==> src/rtl/iir_sos_mac_sequencer_pkg.sv <==
// Shared constants for the biquad-cascade MAC sequencer: FSM encodings,
// operand slot order within one section pass, and coefficients per section.
package iir_sos_mac_sequencer_pkg;

    typedef logic [2:0] state_t;

    localparam state_t ST_IDLE   = 3'd0;
    localparam state_t ST_MAC    = 3'd1;
    localparam state_t ST_WAIT   = 3'd2;
    localparam state_t ST_UPDATE = 3'd3;
    localparam state_t ST_OUT    = 3'd4;

    localparam int COEFS_PER_SEC = 5;

    // Slot k of a section pass; the ROM holds b0,b1,b2,a1,a2 in the same order.
    localparam int OP_X0 = 0;
    localparam int OP_X1 = 1;
    localparam int OP_X2 = 2;
    localparam int OP_Y1 = 3;
    localparam int OP_Y2 = 4;

endpackage

==> src/rtl/iir_sos_mac_sequencer_if.sv <==
// Bus between the sequencer and the shared external MAC / coefficient ROM.
// Handshake: none; the MAC consumes coef_addr/mac_operand on every cycle mac_en=1.
interface iir_sos_mac_sequencer_if #(
    parameter int NUM_SECTIONS = 4,
    parameter int INOUT_WIDTH  = 16,
    parameter int ACC_WIDTH    = 48
);
    localparam int CAW = $clog2(5 * NUM_SECTIONS);

    logic [CAW-1:0]                coef_addr;
    logic signed [INOUT_WIDTH-1:0] mac_operand;
    logic                          mac_en;
    logic                          mac_clr;
    logic                          mac_sub;
    logic signed [ACC_WIDTH-1:0]   mac_acc;

    modport master (
        output coef_addr, mac_operand, mac_en, mac_clr, mac_sub,
        input  mac_acc
    );

    modport slave (
        input  coef_addr, mac_operand, mac_en, mac_clr, mac_sub,
        output mac_acc
    );

endinterface

==> src/rtl/iir_sos_history.sv <==
// Per-section DF1 history (x[n-1], x[n-2], y[n-1], y[n-2]) with a one-section
// shift port and a whole-file clear.
module iir_sos_history #(
    parameter int NUM_SECTIONS = 4,
    parameter int W            = 16,
    parameter int SW           = (NUM_SECTIONS > 1) ? $clog2(NUM_SECTIONS) : 1
) (
    input  logic                clk,
    input  logic                rst,
    input  logic                flush_i,
    input  logic                shift_i,
    input  logic [SW-1:0]       sec_i,
    input  logic signed [W-1:0] x_new_i,
    input  logic signed [W-1:0] y_new_i,
    output logic signed [W-1:0] x1_o,
    output logic signed [W-1:0] x2_o,
    output logic signed [W-1:0] y1_o,
    output logic signed [W-1:0] y2_o
);

    logic signed [W-1:0] x1_q [NUM_SECTIONS];
    logic signed [W-1:0] x2_q [NUM_SECTIONS];
    logic signed [W-1:0] y1_q [NUM_SECTIONS];
    logic signed [W-1:0] y2_q [NUM_SECTIONS];

    always_ff @(posedge clk) begin
        if (rst || flush_i) begin
            for (int s = 0; s < NUM_SECTIONS; s++) begin
                x1_q[s] <= '0;
                x2_q[s] <= '0;
                y1_q[s] <= '0;
                y2_q[s] <= '0;
            end
        end else if (shift_i) begin
            x2_q[sec_i] <= x1_q[sec_i];
            x1_q[sec_i] <= x_new_i;
            y2_q[sec_i] <= y1_q[sec_i];
            y1_q[sec_i] <= y_new_i;
        end
    end

    assign x1_o = x1_q[sec_i];
    assign x2_o = x2_q[sec_i];
    assign y1_o = y1_q[sec_i];
    assign y2_o = y2_q[sec_i];

endmodule

==> src/rtl/iir_sos_mac_sequencer.sv <==
// Cascaded DF1 biquad sequencer driving one shared external MAC per sample.
// Define IIR_SEQ_SAT_EN to saturate each section result; otherwise it wraps.
module iir_sos_mac_sequencer
    import iir_sos_mac_sequencer_pkg::*;
#(
    parameter int NUM_SECTIONS = 4,
    parameter int INOUT_WIDTH  = 16,
    parameter int SCALE_FACTOR = 23,
    parameter int ACC_WIDTH    = 48,
    parameter int MAC_LATENCY  = 2
) (
    input  logic                          clk,
    input  logic                          rst,
    input  logic                          s_axis_tvalid,
    output logic                          s_axis_tready,
    input  logic signed [INOUT_WIDTH-1:0] s_axis_tdata,
    output logic                          m_axis_tvalid,
    input  logic                          m_axis_tready,
    output logic signed [INOUT_WIDTH-1:0] m_axis_tdata,
    iir_sos_mac_sequencer_if.master       mac,
    input  logic                          flush,
    output logic                          busy,
    output state_t                        dbg_state_o
);

    localparam int W   = INOUT_WIDTH;
    localparam int AW1 = ACC_WIDTH + 1;
    localparam int SW  = (NUM_SECTIONS > 1) ? $clog2(NUM_SECTIONS) : 1;
    localparam int CAW = $clog2(COEFS_PER_SEC * NUM_SECTIONS);
    localparam int CW  = ($clog2(MAC_LATENCY + 1) > 3) ? $clog2(MAC_LATENCY + 1) : 3;

    localparam logic [SW-1:0]         LAST_SEC  = SW'(NUM_SECTIONS - 1);
    localparam logic [CW-1:0]         MAC_LAST  = CW'(COEFS_PER_SEC - 1);
    localparam logic [CW-1:0]         WAIT_LAST = CW'(MAC_LATENCY - 1);
    localparam logic signed [AW1-1:0] RND_C     = AW1'(1) <<< (SCALE_FACTOR - 1);

    state_t              state_q, state_d;
    logic [SW-1:0]       sec_q, sec_d;
    logic [CW-1:0]       cnt_q, cnt_d;
    logic signed [W-1:0] x_cur_q, x_cur_d;
    logic signed [W-1:0] out_q, out_d;
    logic                flush_pend_q, flush_pend_d;

    logic                hist_shift;
    logic                hist_flush;
    logic                in_mac;
    logic signed [W-1:0] h_x1, h_x2, h_y1, h_y2;
    logic signed [W-1:0] operand;
    logic signed [W-1:0] y_sec;

    // Round-half-up then drop the fractional bits; one guard bit keeps the add exact.
    logic signed [AW1-1:0] rnd_full, y_shift;
    assign rnd_full = {mac.mac_acc[ACC_WIDTH-1], mac.mac_acc} + RND_C;
    assign y_shift  = rnd_full >>> SCALE_FACTOR;

`ifdef IIR_SEQ_SAT_EN
    logic ovf;
    assign ovf   = !((&y_shift[AW1-1:W-1]) || !(|y_shift[AW1-1:W-1]));
    assign y_sec = ovf ? (y_shift[AW1-1] ? {1'b1, {(W-1){1'b0}}} : {1'b0, {(W-1){1'b1}}})
                       : y_shift[W-1:0];
`else
    logic unused_hi;
    assign unused_hi = ^y_shift[AW1-1:W];
    assign y_sec     = y_shift[W-1:0];
`endif

    // A pending flush is applied only once the sample in flight has drained.
    assign hist_flush = (state_q == ST_IDLE) && (flush || flush_pend_q);

    always_comb begin
        state_d      = state_q;
        sec_d        = sec_q;
        cnt_d        = cnt_q;
        x_cur_d      = x_cur_q;
        out_d        = out_q;
        flush_pend_d = flush_pend_q;
        hist_shift   = 1'b0;
        case (state_q)
            ST_IDLE: begin
                flush_pend_d = 1'b0;
                if (s_axis_tvalid) begin
                    x_cur_d = s_axis_tdata;
                    sec_d   = '0;
                    cnt_d   = '0;
                    state_d = ST_MAC;
                end
            end
            ST_MAC: begin
                if (cnt_q == MAC_LAST) begin
                    cnt_d   = '0;
                    state_d = ST_WAIT;
                end else begin
                    cnt_d = cnt_q + 1'b1;
                end
            end
            ST_WAIT: begin
                if (cnt_q == WAIT_LAST) begin
                    cnt_d   = '0;
                    state_d = ST_UPDATE;
                end else begin
                    cnt_d = cnt_q + 1'b1;
                end
            end
            ST_UPDATE: begin
                hist_shift = 1'b1;
                x_cur_d    = y_sec;
                if (sec_q == LAST_SEC) begin
                    out_d   = y_sec;
                    state_d = ST_OUT;
                end else begin
                    sec_d   = sec_q + 1'b1;
                    state_d = ST_MAC;
                end
            end
            ST_OUT: begin
                if (m_axis_tready) state_d = ST_IDLE;
            end
            default: state_d = ST_IDLE;
        endcase
        if (flush && (state_q != ST_IDLE)) flush_pend_d = 1'b1;
    end

    always_ff @(posedge clk) begin
        if (rst) begin
            state_q      <= ST_IDLE;
            sec_q        <= '0;
            cnt_q        <= '0;
            x_cur_q      <= '0;
            out_q        <= '0;
            flush_pend_q <= 1'b0;
        end else begin
            state_q      <= state_d;
            sec_q        <= sec_d;
            cnt_q        <= cnt_d;
            x_cur_q      <= x_cur_d;
            out_q        <= out_d;
            flush_pend_q <= flush_pend_d;
        end
    end

    iir_sos_history #(
        .NUM_SECTIONS (NUM_SECTIONS),
        .W            (W),
        .SW           (SW)
    ) u_hist (
        .clk     (clk),
        .rst     (rst),
        .flush_i (hist_flush),
        .shift_i (hist_shift),
        .sec_i   (sec_q),
        .x_new_i (x_cur_q),
        .y_new_i (y_sec),
        .x1_o    (h_x1),
        .x2_o    (h_x2),
        .y1_o    (h_y1),
        .y2_o    (h_y2)
    );

    assign in_mac = (state_q == ST_MAC);

    always_comb begin
        operand = '0;
        if (in_mac) begin
            case (int'(cnt_q))
                OP_X0:   operand = x_cur_q;
                OP_X1:   operand = h_x1;
                OP_X2:   operand = h_x2;
                OP_Y1:   operand = h_y1;
                OP_Y2:   operand = h_y2;
                default: operand = '0;
            endcase
        end
    end

    assign mac.mac_en      = in_mac;
    assign mac.mac_operand = operand;
    assign mac.mac_clr     = in_mac && (int'(cnt_q) == OP_X0);
    assign mac.mac_sub     = in_mac && ((int'(cnt_q) == OP_Y1) || (int'(cnt_q) == OP_Y2));
    assign mac.coef_addr   = in_mac ? CAW'(COEFS_PER_SEC * int'(sec_q) + int'(cnt_q)) : '0;

    assign s_axis_tready = (state_q == ST_IDLE);
    assign m_axis_tvalid = (state_q == ST_OUT);
    assign m_axis_tdata  = out_q;
    assign busy          = (state_q != ST_IDLE);
    assign dbg_state_o   = state_q;

endmodule

==> src/flat_wrapper.sv <==
// flat-port wrapper written by rule: the top's interface ports become plain ports
module iir_sos_mac_sequencer_flat import iir_sos_mac_sequencer_pkg::*;
#(
    parameter int NUM_SECTIONS = 4,
    parameter int INOUT_WIDTH  = 16,
    parameter int SCALE_FACTOR = 23,
    parameter int ACC_WIDTH    = 48,
    parameter int MAC_LATENCY  = 2
)
  (clk, rst, s_axis_tvalid, s_axis_tready, s_axis_tdata, m_axis_tvalid, m_axis_tready, m_axis_tdata, flush, busy, dbg_state_o, mac_coef_addr, mac_mac_operand, mac_mac_en, mac_mac_clr, mac_mac_sub, mac_mac_acc);
  iir_sos_mac_sequencer_if #(.NUM_SECTIONS(NUM_SECTIONS), .INOUT_WIDTH(INOUT_WIDTH), .ACC_WIDTH(ACC_WIDTH)) mac_i ();
  input  logic clk;
  input  logic rst;
  input  logic s_axis_tvalid;
  output logic s_axis_tready;
  input  logic signed [INOUT_WIDTH-1:0] s_axis_tdata;
  output logic m_axis_tvalid;
  input  logic m_axis_tready;
  output logic signed [INOUT_WIDTH-1:0] m_axis_tdata;
  input  logic flush;
  output logic busy;
  output state_t dbg_state_o;
  output wire logic [$bits(mac_i.coef_addr)-1:0] mac_coef_addr;
  output wire logic [$bits(mac_i.mac_operand)-1:0] mac_mac_operand;
  output wire logic [$bits(mac_i.mac_en)-1:0] mac_mac_en;
  output wire logic [$bits(mac_i.mac_clr)-1:0] mac_mac_clr;
  output wire logic [$bits(mac_i.mac_sub)-1:0] mac_mac_sub;
  input wire logic [$bits(mac_i.mac_acc)-1:0] mac_mac_acc;
  assign mac_coef_addr = mac_i.coef_addr;
  assign mac_mac_operand = mac_i.mac_operand;
  assign mac_mac_en = mac_i.mac_en;
  assign mac_mac_clr = mac_i.mac_clr;
  assign mac_mac_sub = mac_i.mac_sub;
  assign mac_i.mac_acc = mac_mac_acc;
  iir_sos_mac_sequencer #(.NUM_SECTIONS(NUM_SECTIONS), .INOUT_WIDTH(INOUT_WIDTH), .SCALE_FACTOR(SCALE_FACTOR), .ACC_WIDTH(ACC_WIDTH), .MAC_LATENCY(MAC_LATENCY)) u_core (.clk(clk), .rst(rst), .s_axis_tvalid(s_axis_tvalid), .s_axis_tready(s_axis_tready), .s_axis_tdata(s_axis_tdata), .m_axis_tvalid(m_axis_tvalid), .m_axis_tready(m_axis_tready), .m_axis_tdata(m_axis_tdata), .mac(mac_i), .flush(flush), .busy(busy), .dbg_state_o(dbg_state_o));
endmodule
==> config.mk <==
export PLATFORM = sky130hd
export DESIGN_NAME = iir_sos_mac_sequencer_flat
export DESIGN_NICKNAME = d
export VERILOG_FILES = /design/src/rtl/iir_sos_mac_sequencer_pkg.sv /design/src/rtl/iir_sos_mac_sequencer_if.sv /design/src/rtl/iir_sos_history.sv /design/src/rtl/iir_sos_mac_sequencer.sv /design/src/flat_wrapper.sv
export SDC_FILE = /design/constraint.sdc
export NUM_CORES = 1
export LEC_CHECK = 0
export BUFFER_PORTS_ARGS = -buffer_cell sky130_fd_sc_hd__buf_2
export CAP_MARGIN = 20
export CORE_ASPECT_RATIO = 0.6
export CORE_MARGIN = 3
export CORE_UTILIZATION = 60
export DETAILED_ROUTE_END_ITERATION = 16
export GPL_TIMING_DRIVEN = 0
export PLACE_DENSITY = 0.91
export RECOVER_POWER = 25
export SYNTH_ARGS = -nofsm -noshare
export SYNTH_HDL_FRONTEND = slang
export SYNTH_SLANG_ARGS = --single-unit
==> constraint.sdc <==
create_clock -name clk -period 10.1 [get_ports clk]
set_input_delay 0.505 -clock clk [delete_from_list [all_inputs] [get_ports clk]]
set_output_delay 0.505 -clock clk [all_outputs]
set_load 0.02 [all_outputs]
; Word level (Yosys, flattened, before mapping)
; Memory sizes are Yosys's and may differ from the RTL's. A register that Yosys moved wholly into a read port is not among the register bits.
; Cells that the tools add are included.
[totals]
ff_bits = 41
mem_bits_rw = 256
in_bits = 69
out_inout_bits = 46
wordCells = 100
n_memories = 4
[mem_list]
columns = name, words, word_bits, read_ports, rd_ports_with_merged_regs, wr, line_no
row1 = u_core.u_hist.x1_q, 4, 16, 1, 1, 4, iir_sos_history.sv:21  ; logic signed [W-1:0] x1_q [NUM_SECTIONS];
row2 = u_core.u_hist.x2_q, 4, 16, 1, 1, 4, iir_sos_history.sv:22  ; logic signed [W-1:0] x2_q [NUM_SECTIONS];
row3 = u_core.u_hist.y1_q, 4, 16, 1, 1, 4, iir_sos_history.sv:23  ; logic signed [W-1:0] y1_q [NUM_SECTIONS];
row4 = u_core.u_hist.y2_q, 4, 16, 1, 1, 4, iir_sos_history.sv:24  ; logic signed [W-1:0] y2_q [NUM_SECTIONS];
[op_classes]
n_addsub = 4
mul = 1
eq_ne = 16
mux = 46
reduce_logical = 23
[op_table]
columns = cell, n
row1 = 16-bit two-way mux, 6
row2 = 16-bit case mux with 5 select lines, 1
row3 = 16-bit OR reduction, 4
row4 = "39-bit by 24-bit adder with 39-bit output, second input constant", 1
row5 = 16-bit case mux with 2 select lines, 1
row6 = 2-bit two-way mux, 14
row7 = 3-bit two-way mux, 8
row8 = 3-bit case mux with 5 select lines, 1
row9 = "3-bit by 2-bit == test with 1-bit output, second input constant", 4
row10 = "3-bit == test, second input constant", 4
row11 = 1-bit two-way mux, 12
row12 = 3-bit logical NOT, 3
row13 = 3-bit case mux with 3 select lines, 1
row14 = "3-bit by 1-bit == test with 1-bit output, second input constant", 2
row15 = "2-bit != test, second input constant", 3
row16 = 2-bit AND reduction, 3
row17 = 3-bit nonzero test, 2
row18 = 5-bit by 4-bit adder with 5-bit output, 1
row19 = "3-bit by 2-bit multiplier with 5-bit output, first input constant", 1
row20 = 5-bit two-way mux, 1
row21 = 1-bit logical AND, 4
row22 = "2-bit by 1-bit != test with 1-bit output, second input constant", 2
row23 = 2-bit case mux with 2 select lines, 1
row24 = 4-bit AND reduction, 1
row25 = other kinds (6), 9

; Depth between registers and ports, before layout
[logic_depth]
ltp_word = 7
depth_mapped = 8
mapped_depth_nobuf = 6

; Hierarchy
; From an unflattened synthesis, not the netlist that was laid out.
[hier_totals]
hier_cells = 1163
area_unflattened_um2 = 14700.3
[by_module_without_submodules]
columns = module, n_inst, cells_per_inst, area_per_inst_um2, seq_area_each_um2
row1 = iir_sos_history, 1, 790, 11680.0, 7687.4
row2 = iir_sos_mac_sequencer, 1, 373, 3020.4, 820.8

; Least setup slack after synthesis
; No wires, ideal clock.
[synth_timing]
path_type = input port to flip-flop
from = input port rst
to = memory u_core.u_hist.x1_q[0][0], enable pin
setup_time_ns = 0.424
arrival_time_ns = 3.055
t_required_ns = 9.676
setup_slack_ns = 6.622
path_stages = 7
path_buffers = 3
path_cell_list = clkbuf_1 > nor2_1 > nand3_1 > or3_1 > clkbuf_1 > clkbuf_1 > nand2_1
[synth_rtl]
columns = element, line_no
row1 = "start, declared", flat_wrapper.sv:13  ; input logic rst;
row2 = "end, declared", iir_sos_history.sv:21

; Worst setup path after layout
[layout_timing]
from = register u_core.cnt_q[2]
to = output port mac_mac_operand[14]
[layout_via]
elab_chain_len = 3
word_cells_on_any_way = 7
classes_between = eq/ne (4) / mux (2) / reduce/logical (1)
[layout_rtl]
columns = element, line_no
row1 = "start, declared", iir_sos_mac_sequencer.sv:39  ; logic [CW-1:0] cnt_q, cnt_d;
row2 = "start signal, assigned", iir_sos_mac_sequencer.sv:134  ; cnt_q <= cnt_d;
row3 = 3-bit == test (tied with other cells), iir_sos_mac_sequencer.sv:164  ; case (int'(cnt_q))
row4 = 16-bit case mux with 5 select lines *, iir_sos_mac_sequencer.sv:164
row5 = 16-bit two-way mux *, iir_sos_mac_sequencer.sv:163  ; if (in_mac) begin
row6 = "end, declared", flat_wrapper.sv:24  ; output wire logic [$bits(mac_i.mac_operand)-1:0] mac_mac_operand;
; Mark *: on every way between the ends. The rest lies on a longest branch, timed or not.

==> flow_summary.html <==
<table>
<tr><th>Metric</th><th>Value</th></tr>
<tr><th colspan="2">Outcome</th></tr>
<tr><td>Outcome</td><td>finished, violations left</td></tr>
<tr><td>Violated checks</td><td>capacitance limit, slew limit</td></tr>
<tr><th colspan="2">Synth</th></tr>
<tr><td>FFs w/ async S/R, synth</td><td>0%</td></tr>
<tr><td>Post-synth top flop</td><td>sky130_fd_sc_hd__edfxtp_1</td></tr>
<tr><td>Number of enable-type register cells in the synthesized netlist</td><td>256</td></tr>
<tr><td>Synthesis warning total</td><td>0</td></tr>
<tr><td>Post-Synthesis Net Count</td><td>1,132</td></tr>
<tr><td>Share of synthesized area occupied by flip-flops and latches</td><td>61.91%</td></tr>
<tr><td>Count of cell types in the netlist</td><td>56</td></tr>
<tr><td>Mean area per synthesized cell</td><td>13.16 um^2</td></tr>
<tr><td>Synthesis-stage register bit count</td><td>299</td></tr>
<tr><td>Cell count after synthesis</td><td>1,049</td></tr>
<tr><td>Synthesized cell area</td><td>13,810 um^2</td></tr>
<tr><th colspan="2">Floorplanning</th></tr>
<tr><td>Starting density of the core</td><td>61.82%</td></tr>
<tr><td>Num rows</td><td>42</td></tr>
<tr><td>Die Y</td><td>123.5 um</td></tr>
<tr><td>Core footprint</td><td>22,330 um^2</td></tr>
<tr><td>I/O Pins</td><td>115</td></tr>
<tr><td>Die Area</td><td>24,930 um^2</td></tr>
<tr><td>Die span in x</td><td>201.8 um</td></tr>
<tr><th colspan="2">Clock tree</th></tr>
<tr><td>Clock buffer depth</td><td>3</td></tr>
<tr><td>Number of hold-repair buffers added at the cts stage</td><td>0</td></tr>
<tr><td>Post-CTS setup buffers</td><td>0</td></tr>
<tr><td>Cell at the root of the clock tree</td><td>sky130_fd_sc_hd__clkbuf_16</td></tr>
<tr><td>Source-to-sink clock delay at the later pin of the worst-skew pair</td><td>0.55 ns</td></tr>
<tr><td>Post-cts resize count</td><td>0</td></tr>
<tr><td>Worst-path clk slew</td><td>0.07 ns</td></tr>
<tr><td>Clock Sink Count</td><td>299</td></tr>
<tr><td>Clock tree from TritonCTS</td><td>built</td></tr>
<tr><td>Total CTS buffers</td><td>27</td></tr>
<tr><td>Number of levels in the clock H-tree</td><td>1</td></tr>
<tr><th colspan="2">Global routing</th></tr>
<tr><td>Total track usage</td><td>30.87%</td></tr>
<tr><td>Global-route wire length before repair</td><td>57,110 um</td></tr>
<tr><td>Most used routing layer in global routing</td><td>met2</td></tr>
<tr><td>GR met2 Demand/Resource</td><td>47.69%</td></tr>
<tr><td>Congestion Overflow GR</td><td>0</td></tr>
<tr><td>Number of antenna violations at the first check in global routing</td><td>0</td></tr>
<tr><td>Maximum number of pins on one net before global-route repair</td><td>54</td></tr>
<tr><td>Grt met3 use</td><td>8.550%</td></tr>
<tr><td>Met1 track demand over resource in global routing</td><td>43.06%</td></tr>
<tr><td>Vias in the first global route</td><td>9,626</td></tr>
<tr><th colspan="2">Routing</th></tr>
<tr><td>First-pass iteration count of the detailed router</td><td>6</td></tr>
<tr><td>Average detailed-routed wire length per instance</td><td>25.44 um</td></tr>
<tr><td>Via count normalized by instance count</td><td>6.537</td></tr>
<tr><td>DRT Wirelength</td><td>37,990 um</td></tr>
<tr><td>Total via count after detailed routing</td><td>9,760</td></tr>
<tr><td>First DRT Iteration DRCs</td><td>1,323</td></tr>
<tr><td>Residual DRC</td><td>0</td></tr>
<tr><td>Remaining number of nets flagged by the antenna check after routing</td><td>0</td></tr>
<tr><th colspan="2">Timing</th></tr>
<tr><td>Highest achievable clock rate</td><td>244.1 MHz</td></tr>
<tr><td>Setup tns final</td><td>0 ns</td></tr>
<tr><td>Crit path time final</td><td>4.096 ns</td></tr>
<tr><td>Unrepaired setup endpoints after global routing</td><td>false</td></tr>
<tr><td>Post-route fraction of the period consumed by the critical path</td><td>40.56%</td></tr>
<tr><td># setup viols final</td><td>0</td></tr>
<tr><td>Transition time of the tightest slew-check pin</td><td>1.491 ns</td></tr>
<tr><td>Largest clock skew in the final design</td><td>0.01253 ns</td></tr>
<tr><td>Number of endpoints with negative hold slack in the final report</td><td>0</td></tr>
<tr><td>Pins Over Slew Limit</td><td>1</td></tr>
<tr><td>Worst relative slew slack</td><td>-0.8108%</td></tr>
<tr><th colspan="2">Min path</th></tr>
<tr><td>Hold path endpoint</td><td>u_core.x_cur_q[2]</td></tr>
<tr><td>Worst hold path cell count</td><td>3</td></tr>
<tr><td>Class of the worst hold path</td><td>in -&gt; reg</td></tr>
<tr><td>Worst Hold Launch</td><td>s_axis_tdata[2]</td></tr>
<tr><th colspan="2">Finish</th></tr>
<tr><td>Final std cells w/o fill</td><td>1,493</td></tr>
<tr><td>Post-layout utilization of the core</td><td>69.54%</td></tr>
<tr><td>Final net count</td><td>1,248</td></tr>
<tr><td>Share of final-layout standard cells stronger than drive strength 1</td><td>14.18%</td></tr>
<tr><td>Area growth from synthesis to final layout</td><td>12.48%</td></tr>
<tr><td>Number of fill cells</td><td>1,448</td></tr>
<tr><td>Register area</td><td>8548 um^2</td></tr>
<tr><td>Number of antenna cells inserted</td><td>0</td></tr>
<tr><td>Design area</td><td>15,530 um^2</td></tr>
<tr><td>Area of the multi-input gates</td><td>4918 um^2</td></tr>
<tr><th colspan="2">Power</th></tr>
<tr><td>Worst VDD drop</td><td>0.0001234 V</td></tr>
<tr><td>Fraction of power consumed by the clock network</td><td>38.3%</td></tr>
<tr><td>Net switching power</td><td>601.3 uW</td></tr>
<tr><td>Part of the total power dissipated in combinational logic</td><td>6.6%</td></tr>
<tr><td>Cell-internal power</td><td>1.999 mW</td></tr>
<tr><td>Total power consumption of the routed design</td><td>2.600 mW</td></tr>
<tr><td>Power share of the sequential group</td><td>55.1%</td></tr>
<tr><td>Static leakage</td><td>5.558 nW</td></tr>
<tr><td>Power per cell area</td><td>167.4 nW/um^2</td></tr>
<tr><td>Fraction of power spent switching nets</td><td>23.12%</td></tr>
<tr><th colspan="2">Placement</th></tr>
<tr><td># placed instances</td><td>1,444</td></tr>
<tr><td>GP Congestion</td><td>0.8820</td></tr>
<tr><td>Half-perimeter wire length after placement</td><td>25,540 um</td></tr>
<tr><td>Port bufs</td><td>82</td></tr>
<tr><td>Placement Cell Area</td><td>14,750 um^2</td></tr>
<tr><th colspan="2">Setup path</th></tr>
<tr><td>Flop2flop setup slack</td><td>6.69 ns</td></tr>
<tr><td>Most repeated library cell on the critical path</td><td>sky130_fd_sc_hd__clkbuf_1</td></tr>
<tr><td>Data arrival time of the worst path</td><td>3.59 ns</td></tr>
<tr><td>Launch point of the worst reg-to-reg path</td><td>u_core.dbg_state_o[0]</td></tr>
<tr><td>Cell class contributing the biggest share of worst-path delay</td><td>buffers and inverters</td></tr>
<tr><td>Critical path launch point type</td><td>register</td></tr>
<tr><td>Maximum cell stage delay along the critical path</td><td>0.59 ns</td></tr>
<tr><td>Critical Path End Type</td><td>output pin</td></tr>
<tr><td>Reg-to-reg critical path endpoint</td><td>u_core.x_cur_q[7]</td></tr>
<tr><td>Crit Path Category</td><td>reg -&gt; out</td></tr>
<tr><td>Crit-path cells</td><td>clkbuf_1 -&gt; inv_1 -&gt; ha_1 -&gt; clkbuf_1 -&gt; o31ai_1 -&gt; buf_2 -&gt; clkbuf_1 -&gt; a21oi_1 -&gt; buf_2</td></tr>
<tr><td>Worst R2R Path Depth</td><td>6</td></tr>
<tr><td>Required time of the critical path</td><td>9.60 ns</td></tr>
<tr><td>Number of buffer and inverter stages on the critical path</td><td>6</td></tr>
<tr><td>Slowest cell on the critical path</td><td>sky130_fd_sc_hd__o31ai_1</td></tr>
<tr><td>Maximum net fanout on the critical path</td><td>10</td></tr>
<tr><th colspan="2">Run</th></tr>
<tr><td>MaxCap Viol Count</td><td>1</td></tr>
</table>
## worst min-delay path, stage by stage
cell and delay (ns):
sky130_fd_sc_hd__buf_2 0.10, sky130_fd_sc_hd__nand2_1 0.05, sky130_fd_sc_hd__a31oi_1 0.07
## how the worst max path moves through the flow
| stage | start | to | slack [ns] | depth (start not counted) |
|---|---|---|---|---|
| after floorplan | rst | u_core.u_hist.x1_q[0][0] | 6.62 | 7 |
| after global placement | rst | u_core.u_hist.x2_q[0][3] | 5.10 | 7 |
| after detailed placement | u_core.cnt_q[2] | mac_mac_operand[7] | 6.66 | 9 |
| after CTS | u_core.cnt_q[2] | mac_mac_operand[7] | 6.01 | 9 |
| after global routing | u_core.cnt_q[2] | mac_mac_operand[14] | 5.81 | 9 |
| final | u_core.cnt_q[2] | mac_mac_operand[14] | 6.00 | 9 |
## sequential cells by signal (all words and copies together), names as in the netlist, named ones only
register / count
u_core.cnt_q: 3
u_core.u_hist.x2_q: 64
u_core.x_cur_q: 16
u_core.u_hist.y1_q: 64
u_core.flush_pend_q: 1
u_core.sec_q: 2
u_core.u_hist.y2_q: 64
u_core.dbg_state_o: 3
u_core.m_axis_tdata: 16
u_core.u_hist.x1_q: 64
## layout by cell type, fill, tap and decap left out, drive strengths merged, types with 5 or more instances in the layout
cell and instances:
a211oi 30, a21oi 32, a22oi 16, and2 195, and3 6, buf 85, clkbuf 107, clkinv 14
dfxtp 43, edfxtp 256, ha 13, inv 11, mux2i 69, mux4 32, nand2 18, nand3 12
nand3b 5, nand4 5, nor2 100, nor2b 12, nor3 29, o21ai 5, o22ai 17, o2bb2ai 16
or3 5, xnor2 7, xor2 7
## power by group through the flow
stage          registers (mW)  logic, mW  clock network [mW]
6_report                 1.43      0.171               0.996
3_3_place_gp             1.46      0.152                   0
5_1_grt                  1.44      0.181                1.04
3_5_place_dp             1.46      0.166                   0
2_1_floorplan            1.45     0.0956                   0
4_1_cts                  1.43      0.168               0.994
## area by class of cell
type                       count  area share [%]
timing repair buffer          87           3.223
clock buffer                  30           4.423
buffer                        75           1.974
clock inverter                19          0.9668
multi-input combinational    666           31.67
inverter                       9          0.2175
sequential                   299           55.04
tap                          308           2.481
## layer usage
layer / vias up / part of all wire, %
met4: 0 / 3.4
met2: 779 / 44
met5: - / 0
met3: 117 / 15
met1: 4772 / 38
li1: 4092 / -
## through the flow
stage | worst slack, ns | hold slack [ns]
after detailed placement | 6.664 | 0.4876
after global placement | 5.098 | 0.4757
final | 6.004 | 0.2232
after global routing | 5.811 | 0.2396
after floorplan | 6.622 | 0.4843
after CTS | 6.015 | 0.2160
## logic make-up (layout without fill, tap and decap cells)
logic type	after synthesis	after routing	synth area share, %
multiplexers	104	104	10.47
flip-flops	299	299	61.91
buffers and inverters	84	220	2.537
XOR/XNOR	14	14	0.8881
adder cells (fa/ha/maj)	14	14	1.323
AND/OR/NAND/NOR	401	401	16.21
AO/OA/AOI/OAI	133	133	6.661
## cells in the mapped netlist (2+ instances only)
master / number / share of area (%)
sky130_fd_sc_hd__nand3_1: 12 / 0.43
sky130_fd_sc_hd__mux2i_1: 69 / 5.0
sky130_fd_sc_hd__a22oi_1: 16 / 0.87
sky130_fd_sc_hd__xor2_1: 7 / 0.44
sky130_fd_sc_hd__and3_1: 5 / 0.23
sky130_fd_sc_hd__a21oi_1: 32 / 1.2
sky130_fd_sc_hd__nor2b_1: 12 / 0.54
sky130_fd_sc_hd__buf_1: 3 / 0.082
sky130_fd_sc_hd__o31ai_1: 2 / 0.11
sky130_fd_sc_hd__clkbuf_1: 48 / 1.3
sky130_fd_sc_hd__buf_2: 19 / 0.69
sky130_fd_sc_hd__o22ai_1: 17 / 0.77
sky130_fd_sc_hd__a211oi_1: 30 / 1.6
sky130_fd_sc_hd__nand2_1: 18 / 0.49
sky130_fd_sc_hd__edfxtp_1: 256 / 56
sky130_fd_sc_hd__nor2_1: 100 / 2.7
sky130_fd_sc_hd__nand2b_1: 3 / 0.14
sky130_fd_sc_hd__nand3b_1: 5 / 0.27
sky130_fd_sc_hd__and4_1: 2 / 0.13
sky130_fd_sc_hd__ha_1: 13 / 1.2
sky130_fd_sc_hd__clkbuf_2: 3 / 0.11
sky130_fd_sc_hd__a32oi_1: 2 / 0.13
sky130_fd_sc_hd__o21ai_0: 5 / 0.18
sky130_fd_sc_hd__a31oi_1: 2 / 0.091
sky130_fd_sc_hd__mux4_2: 32 / 5.2
sky130_fd_sc_hd__inv_1: 9 / 0.24
sky130_fd_sc_hd__o2bb2ai_1: 16 / 1.0
sky130_fd_sc_hd__mux2_2: 3 / 0.24
sky130_fd_sc_hd__a311oi_1: 4 / 0.25
sky130_fd_sc_hd__dfxtp_1: 43 / 6.2
sky130_fd_sc_hd__buf_4: 2 / 0.11
sky130_fd_sc_hd__or3_1: 5 / 0.23
sky130_fd_sc_hd__nand4_1: 3 / 0.14
sky130_fd_sc_hd__and2_1: 195 / 8.8
sky130_fd_sc_hd__nor3_1: 29 / 1.1
sky130_fd_sc_hd__xnor2_1: 7 / 0.44
Power figures use the tool's default switching activity.
